<file path="src/rtl/merge_row_pkg.sv">
// Shared definitions for the merge row and its load controller:
// state encoding, default geometry and width helpers.
package merge_row_pkg;

    // Controller states: collecting words, or presenting a full row
    typedef enum logic {
        FILL = 1'b0,
        HOLD = 1'b1
    } state_t;

    // Default geometry shared with the merge row itself
    localparam int WIDTH_DEF = 2;
    localparam int N_DEF     = 2;
    localparam int R_DEF     = 4;

    // Width of the slot index for r slots (at least one bit)
    function automatic int idx_w(input int r);
        return (r > 1) ? $clog2(r) : 1;
    endfunction

    // Width of a slot count that can hold the value r
    function automatic int cnt_w(input int r);
        return $clog2(r + 1);
    endfunction

    localparam int IDX_W_DEF = idx_w(R_DEF);
    localparam int CNT_W_DEF = cnt_w(R_DEF);

endpackage

</file>
<file path="src/rtl/merge_row_load_ctrl_if.sv">
// Handshake bundle between the upstream source, the load controller and
// the row consumer. The flush line exists only when ROW_FLUSH_EN is defined.
interface merge_row_load_ctrl_if
    import merge_row_pkg::*;
#(
    parameter int R = R_DEF
);
    localparam int CNT_W = cnt_w(R);

    logic             in_valid;
    logic             in_ready;
    logic [R-1:0]     load;
    logic             row_valid;
    logic             row_ready;
    logic [CNT_W-1:0] row_count;
    logic             busy;
`ifdef ROW_FLUSH_EN
    logic             flush;

    // Controller side
    modport slave (
        input  in_valid, row_ready, flush,
        output in_ready, load, row_valid, row_count, busy
    );

    // Environment side (source and consumer)
    modport master (
        output in_valid, row_ready, flush,
        input  in_ready, load, row_valid, row_count, busy
    );
`else
    // Controller side
    modport slave (
        input  in_valid, row_ready,
        output in_ready, load, row_valid, row_count, busy
    );

    // Environment side (source and consumer)
    modport master (
        output in_valid, row_ready,
        input  in_ready, load, row_valid, row_count, busy
    );
`endif

endinterface

</file>
<file path="src/rtl/merge_row_load_ctrl_dec.sv">
// slot_onehot_dec: turns a slot index plus enable into a one-hot write
// enable vector; all-zero when the enable is low.
module slot_onehot_dec
    import merge_row_pkg::*;
#(
    parameter int R     = R_DEF,
    parameter int IDX_W = idx_w(R)
) (
    input  logic [IDX_W-1:0] idx,
    input  logic             en,
    output logic [R-1:0]     onehot
);

    // Compare against every slot number so out-of-range indices decode to zero
    always_comb begin
        onehot = '0;
        for (int i = 0; i < R; i++) begin
            onehot[i] = en && (idx == IDX_W'(i));
        end
    end

endmodule

</file>
<file path="src/rtl/merge_row_load_ctrl.sv">
// merge_row_load_ctrl: steers incoming words into consecutive row slots
// and presents the completed row to the consumer until it is taken.
// Optional feature macro: ROW_FLUSH_EN (adds the flush input, which closes
// a partially filled row early).
module merge_row_load_ctrl
    import merge_row_pkg::*;
#(
    parameter int WIDTH = WIDTH_DEF,
    parameter int n     = N_DEF,
    parameter int R     = R_DEF
) (
    input logic                  clk,
    input logic                  rst,
    merge_row_load_ctrl_if.slave bus
);

    localparam int IDX_W = idx_w(R);
    localparam int CNT_W = cnt_w(R);

    // An illegal geometry leaves the controller inert rather than mis-steering
    localparam bit CFG_OK = (R >= 2) && (R <= 16) && (WIDTH > 0) && (n > 0);

    state_t           state;
    logic [IDX_W-1:0] idx;
    logic [CNT_W-1:0] cnt_q;
    logic             beat;
    logic             last;
    logic             flush_req;
    logic [CNT_W-1:0] idx_ext;

`ifdef ROW_FLUSH_EN
    assign flush_req = bus.flush;
`else
    assign flush_req = 1'b0;
`endif

    // in_ready is gated by reset so nothing is accepted while rst is low
    assign bus.in_ready  = rst && CFG_OK && (state == FILL);
    assign beat          = bus.in_valid && bus.in_ready;
    assign last          = (idx == IDX_W'(R - 1));
    assign idx_ext       = CNT_W'(idx);

    assign bus.row_valid = (state == HOLD);
    assign bus.row_count = cnt_q;
    assign bus.busy      = (idx != '0) || (state == HOLD);

    slot_onehot_dec #(
        .R     (R),
        .IDX_W (IDX_W)
    ) u_load_dec (
        .idx    (idx),
        .en     (beat),
        .onehot (bus.load)
    );

    // Fill/hold sequencing; cnt_q is nonzero only while the row is presented
    always_ff @(posedge clk or negedge rst) begin
        if (!rst) begin
            state <= FILL;
            idx   <= '0;
            cnt_q <= '0;
        end else begin
            case (state)
                FILL: begin
                    if (beat) begin
                        if (last || flush_req) begin
                            state <= HOLD;
                            idx   <= '0;
                            cnt_q <= idx_ext + CNT_W'(1);
                        end else begin
                            idx <= idx + IDX_W'(1);
                        end
                    end else if (flush_req && (idx != '0)) begin
                        state <= HOLD;
                        idx   <= '0;
                        cnt_q <= idx_ext;
                    end
                end
                HOLD: begin
                    if (bus.row_ready) begin
                        state <= FILL;
                        cnt_q <= '0;
                    end
                end
                default: begin
                    state <= FILL;
                    idx   <= '0;
                    cnt_q <= '0;
                end
            endcase
        end
    end

endmodule

</file>
<file path="src/flat_wrapper.sv">
// flat-port wrapper written by rule: the top's interface ports become plain ports
module merge_row_load_ctrl_flat import merge_row_pkg::*;
#(
    parameter int WIDTH = WIDTH_DEF,
    parameter int n     = N_DEF,
    parameter int R     = R_DEF
)
  (clk, rst, bus_in_valid, bus_row_ready, bus_in_ready, bus_load, bus_row_valid, bus_row_count, bus_busy);
  merge_row_load_ctrl_if #(.R(R)) bus_i ();
  input logic clk;
  input logic rst;
  input wire logic [$bits(bus_i.in_valid)-1:0] bus_in_valid;
  input wire logic [$bits(bus_i.row_ready)-1:0] bus_row_ready;
  output wire logic [$bits(bus_i.in_ready)-1:0] bus_in_ready;
  output wire logic [$bits(bus_i.load)-1:0] bus_load;
  output wire logic [$bits(bus_i.row_valid)-1:0] bus_row_valid;
  output wire logic [$bits(bus_i.row_count)-1:0] bus_row_count;
  output wire logic [$bits(bus_i.busy)-1:0] bus_busy;
  assign bus_i.in_valid = bus_in_valid;
  assign bus_i.row_ready = bus_row_ready;
  assign bus_in_ready = bus_i.in_ready;
  assign bus_load = bus_i.load;
  assign bus_row_valid = bus_i.row_valid;
  assign bus_row_count = bus_i.row_count;
  assign bus_busy = bus_i.busy;
  merge_row_load_ctrl #(.WIDTH(WIDTH), .n(n), .R(R)) u_core (.clk(clk), .rst(rst), .bus(bus_i));
endmodule
</file>
<file path="config.mk">
export PLATFORM = sky130hd
export DESIGN_NAME = merge_row_load_ctrl_flat
export DESIGN_NICKNAME = d
export VERILOG_FILES = /design/src/rtl/merge_row_pkg.sv /design/src/rtl/merge_row_load_ctrl_if.sv /design/src/rtl/merge_row_load_ctrl_dec.sv /design/src/rtl/merge_row_load_ctrl.sv /design/src/flat_wrapper.sv
export SDC_FILE = /design/constraint.sdc
export NUM_CORES = 1
export LEC_CHECK = 0
export ABC_AREA = 1
export CELL_PAD_IN_SITES_DETAIL_PLACEMENT = 2
export CELL_PAD_IN_SITES_GLOBAL_PLACEMENT = 2
export CORE_MARGIN = 2
export CORE_UTILIZATION = 23
export CTS_CLUSTER_SIZE = 10
export DETAILED_ROUTE_END_ITERATION = 6
export GPL_TIMING_DRIVEN = 0
export HOLD_SLACK_MARGIN = 0.12
export PLACE_DENSITY = 0.82
export SYNTH_ARGS = -nofsm -noshare
export SYNTH_HDL_FRONTEND = slang
export SYNTH_SLANG_ARGS = --single-unit
</file>
<file path="constraint.sdc">
create_clock -name clk -period 2 [get_ports clk]
set_clock_uncertainty 0.1 [all_clocks]
set_input_delay 0.3 -clock clk [delete_from_list [all_inputs] [get_ports clk]]
set_output_delay 0.3 -clock clk [all_outputs]
set_load 0.05 [all_outputs]
</file>
==> flow_summary.ini <==
[status]
status = finished clean

[worst_setup_path]
cp_cell_sequence = inv_1 > ha_1 > inv_1 > nor2_1 > clkdlybuf4s15_2
path_buf_inv = 3
crit_type = reg -> out
r2r_slack_ns = 0.79
start_kind = register
cp_max_fo = 4
end_kind = output port
cp.arrival_ns = 1.52
cpMostUsedCell = inv_1
required_ns = 1.60
cp_slowest_cell = dfrtp_1
cpPeakStageDelay_ns = 0.41
cpLargestDelayFamily = buffers and inverters

[logic_synthesis]
synth_top_family_by_area = simple AND/OR/NAND/NOR gates
synth-seq-cells = 6
yosys.area_share.simple_pct = 29.2
syn-cell-area_um2 = 347
synth_compound_area_share_pct = 4.33
muxShareOfSynthArea_pct = 0
synth_nets = 49
synth_cells = 41
synthDistinctLibCells = 12
yosysSeqAreaShare_pct = 43.3
synth.avg_cell_area_um2 = 8.45
synth_warnings = 0
yosys.area_share.xor_xnor_pct = 0
synth_fa_ha_area_share_pct = 14.4

[routing]
routed_via_density = 4.45
first_pass_iters = 4
wl_per_cell_um = 12.4
num_vias = 329
ant_nets = 0
drc_errors = 0
drtIter0Drc = 3
totalWireLength_um = 916

[global_route]
grt_max_degree = 9
grt.total_usage_pct = 12.2
grt_overflow_total = 0
antenna_found_initial = 0
grt_pass1_wl_um = 1550
grt_pass1_vias = 335

[placement]
hpwl_um = 702
place_ws_ns = -0.617
port_buffers = 13
place_congestion = 0.748
place_area_um2 = 497

[cts]
root_buffer = clkbuf_4
cts_max_level = 1
cts_tree = built
cts_buffer_depth = 2
path_clk_slew_ns = 0.04
clock_sinks = 6
clk_latency_ns = 0.25
cts_buffers = 3

[die]
initial_core_util_pct = 23.8
die_y_um = 42.8
pin_count = 14
core_mm2 = 0.00145
die_w_um = 42.8
fp.dieArea_mm2 = 0.00183
rows = 14

[final_layout]
register_area_um2 = 150
nFillCells = 176
antennaDiodeCount = 0
drive_gt1_share_pct = 19.0
final_area_um2 = 527
area_growth_pct = 52.0
layout.nets = 68
multi_input_area_um2 = 166

[timing]
drv_slew = 0
fmax_mhz = 520
finalSetupViolations = 0
fin_crit_ns = 1.92
slew_headroom_pct = 66.2
setup_slack_ns = 0.0779
tightest_slew_ns = 0.505
rsz0062_at_grt = false
finalHoldViolCount = 0
fin_crit_sh_pct = 96.1

[power_and_ir_drop]
p_leak_nw = 0.258
power_density_mw_per_mm2 = 1540
ir_worst_vdd_uv = 571

[hold_path]
hold_class = reg -> reg

[flow_run]
maxCapViolCount = 0
## worst paths after layout
path / endpoint / start / cells past startpoint
worst min-delay path: u_core.bus.row_count[2] / u_core.bus.row_count[2] / 2
min in group asynchronous: u_core.bus.row_valid / rst / 2
worst max register to register: u_core.idx[1] / u_core.idx[0] / 4
worst max-delay path: bus_load[0] / u_core.idx[0] / 5
max in group asynchronous: u_core.idx[1] / rst / 2
worst min register to register: u_core.bus.row_count[2] / u_core.bus.row_count[2] / 2
## stage by stage
stage / setup TNS (ns) / total power, mW / cells / hold WS [ns] / util [%]
CTS: 0 / 0.830 / 74 / 0.389 / 36.6
detailed placement: -2.89 / 0.719 / 70 / 0.377 / 34.2
global route: 0 / 0.879 / 74 / 0.433 / 36.2
floorplan: 0 / 0.547 / 41 / -0.0956 / -
global placement: -2.82 / 0.698 / 70 / 0.363 / 34.2
finish: 0 / 0.813 / 74 / 0.388 / 36.2
## repair_timing
item                                    in CTS  in global routing
gates resized for setup                     16                  1
setup buffers                                0                  0
endpoints found under the setup margin       6                  1
hold endpoints to repair                     6                  0
hold buffers                                 1                  0
## cells in the final DEF (no fill, tap or decap), drive strengths merged, types with 3 or more instances in the layout
master         instances
clkdlybuf4s15          4
nand3                  3
clkbuf                 4
dfrtp                  6
ha                     4
nor2                   6
nand2                 10
inv                    8
clkdlybuf4s50          6
## power breakdown
| part | internal (mW) | leakage [nW] | total [mW] | switching [mW] |
|---|---|---|---|---|
| Combinational | 0.147 | 0.170 | 0.488 | 0.341 |
| Clock | 0.0680 | 0.0138 | 0.114 | 0.0464 |
| Sequential | 0.172 | 0.0742 | 0.211 | 0.0383 |
## synth_stat cells
cell	instances	share of area, %
nand3_4	1	5.1
o21ai_0	2	2.9
inv_2	1	1.1
dfrtp_1	6	43
nand4_1	1	1.8
a21oi_1	1	1.4
nand2_1	10	11
nor2_4	1	3.2
nand3_1	2	2.9
nor2_1	5	5.4
ha_1	4	14
inv_1	7	7.6
## registers in the layout (all words and copies together), names as in the netlist
| name | count |
|---|---|
| u_core.bus.row_valid | 1 |
| u_core.idx | 2 |
| u_core.bus.row_count | 3 |
## tightest hold or removal path, stage by stage (launching register included)
cell	delay, ns
dfrtp_1	0.34
nand2_1	0.06
nand2_1	0.06
## layer usage
metal	global-route usage [%]	wire length [um]	vias to the layer above
met3	7.66	74	2
met4	3.75	11	0
li1	-	-	159
met1	13.5	370	156
met5	0	0	-
met2	19.1	459	12
## cells by family (layout without fill, tap and decap cells)
group,Yosys count,in the layout
AO/OA/AOI/OAI,3,3
adder cells (fa/ha/maj),4,4
buffers and inverters,8,25
AND/OR/NAND/NOR,20,20
flip-flops,6,6
## final cells by class
class | count | share of cell area, %
Multi-Input combinational cell | 27 | 31.6
Sequential cell | 6 | 28.5
Timing Repair Buffer | 14 | 26.1
Inverter | 8 | 5.70
Clock buffer | 3 | 4.28
Tap cell | 16 | 3.80
Power figures use the tool's default switching activity.
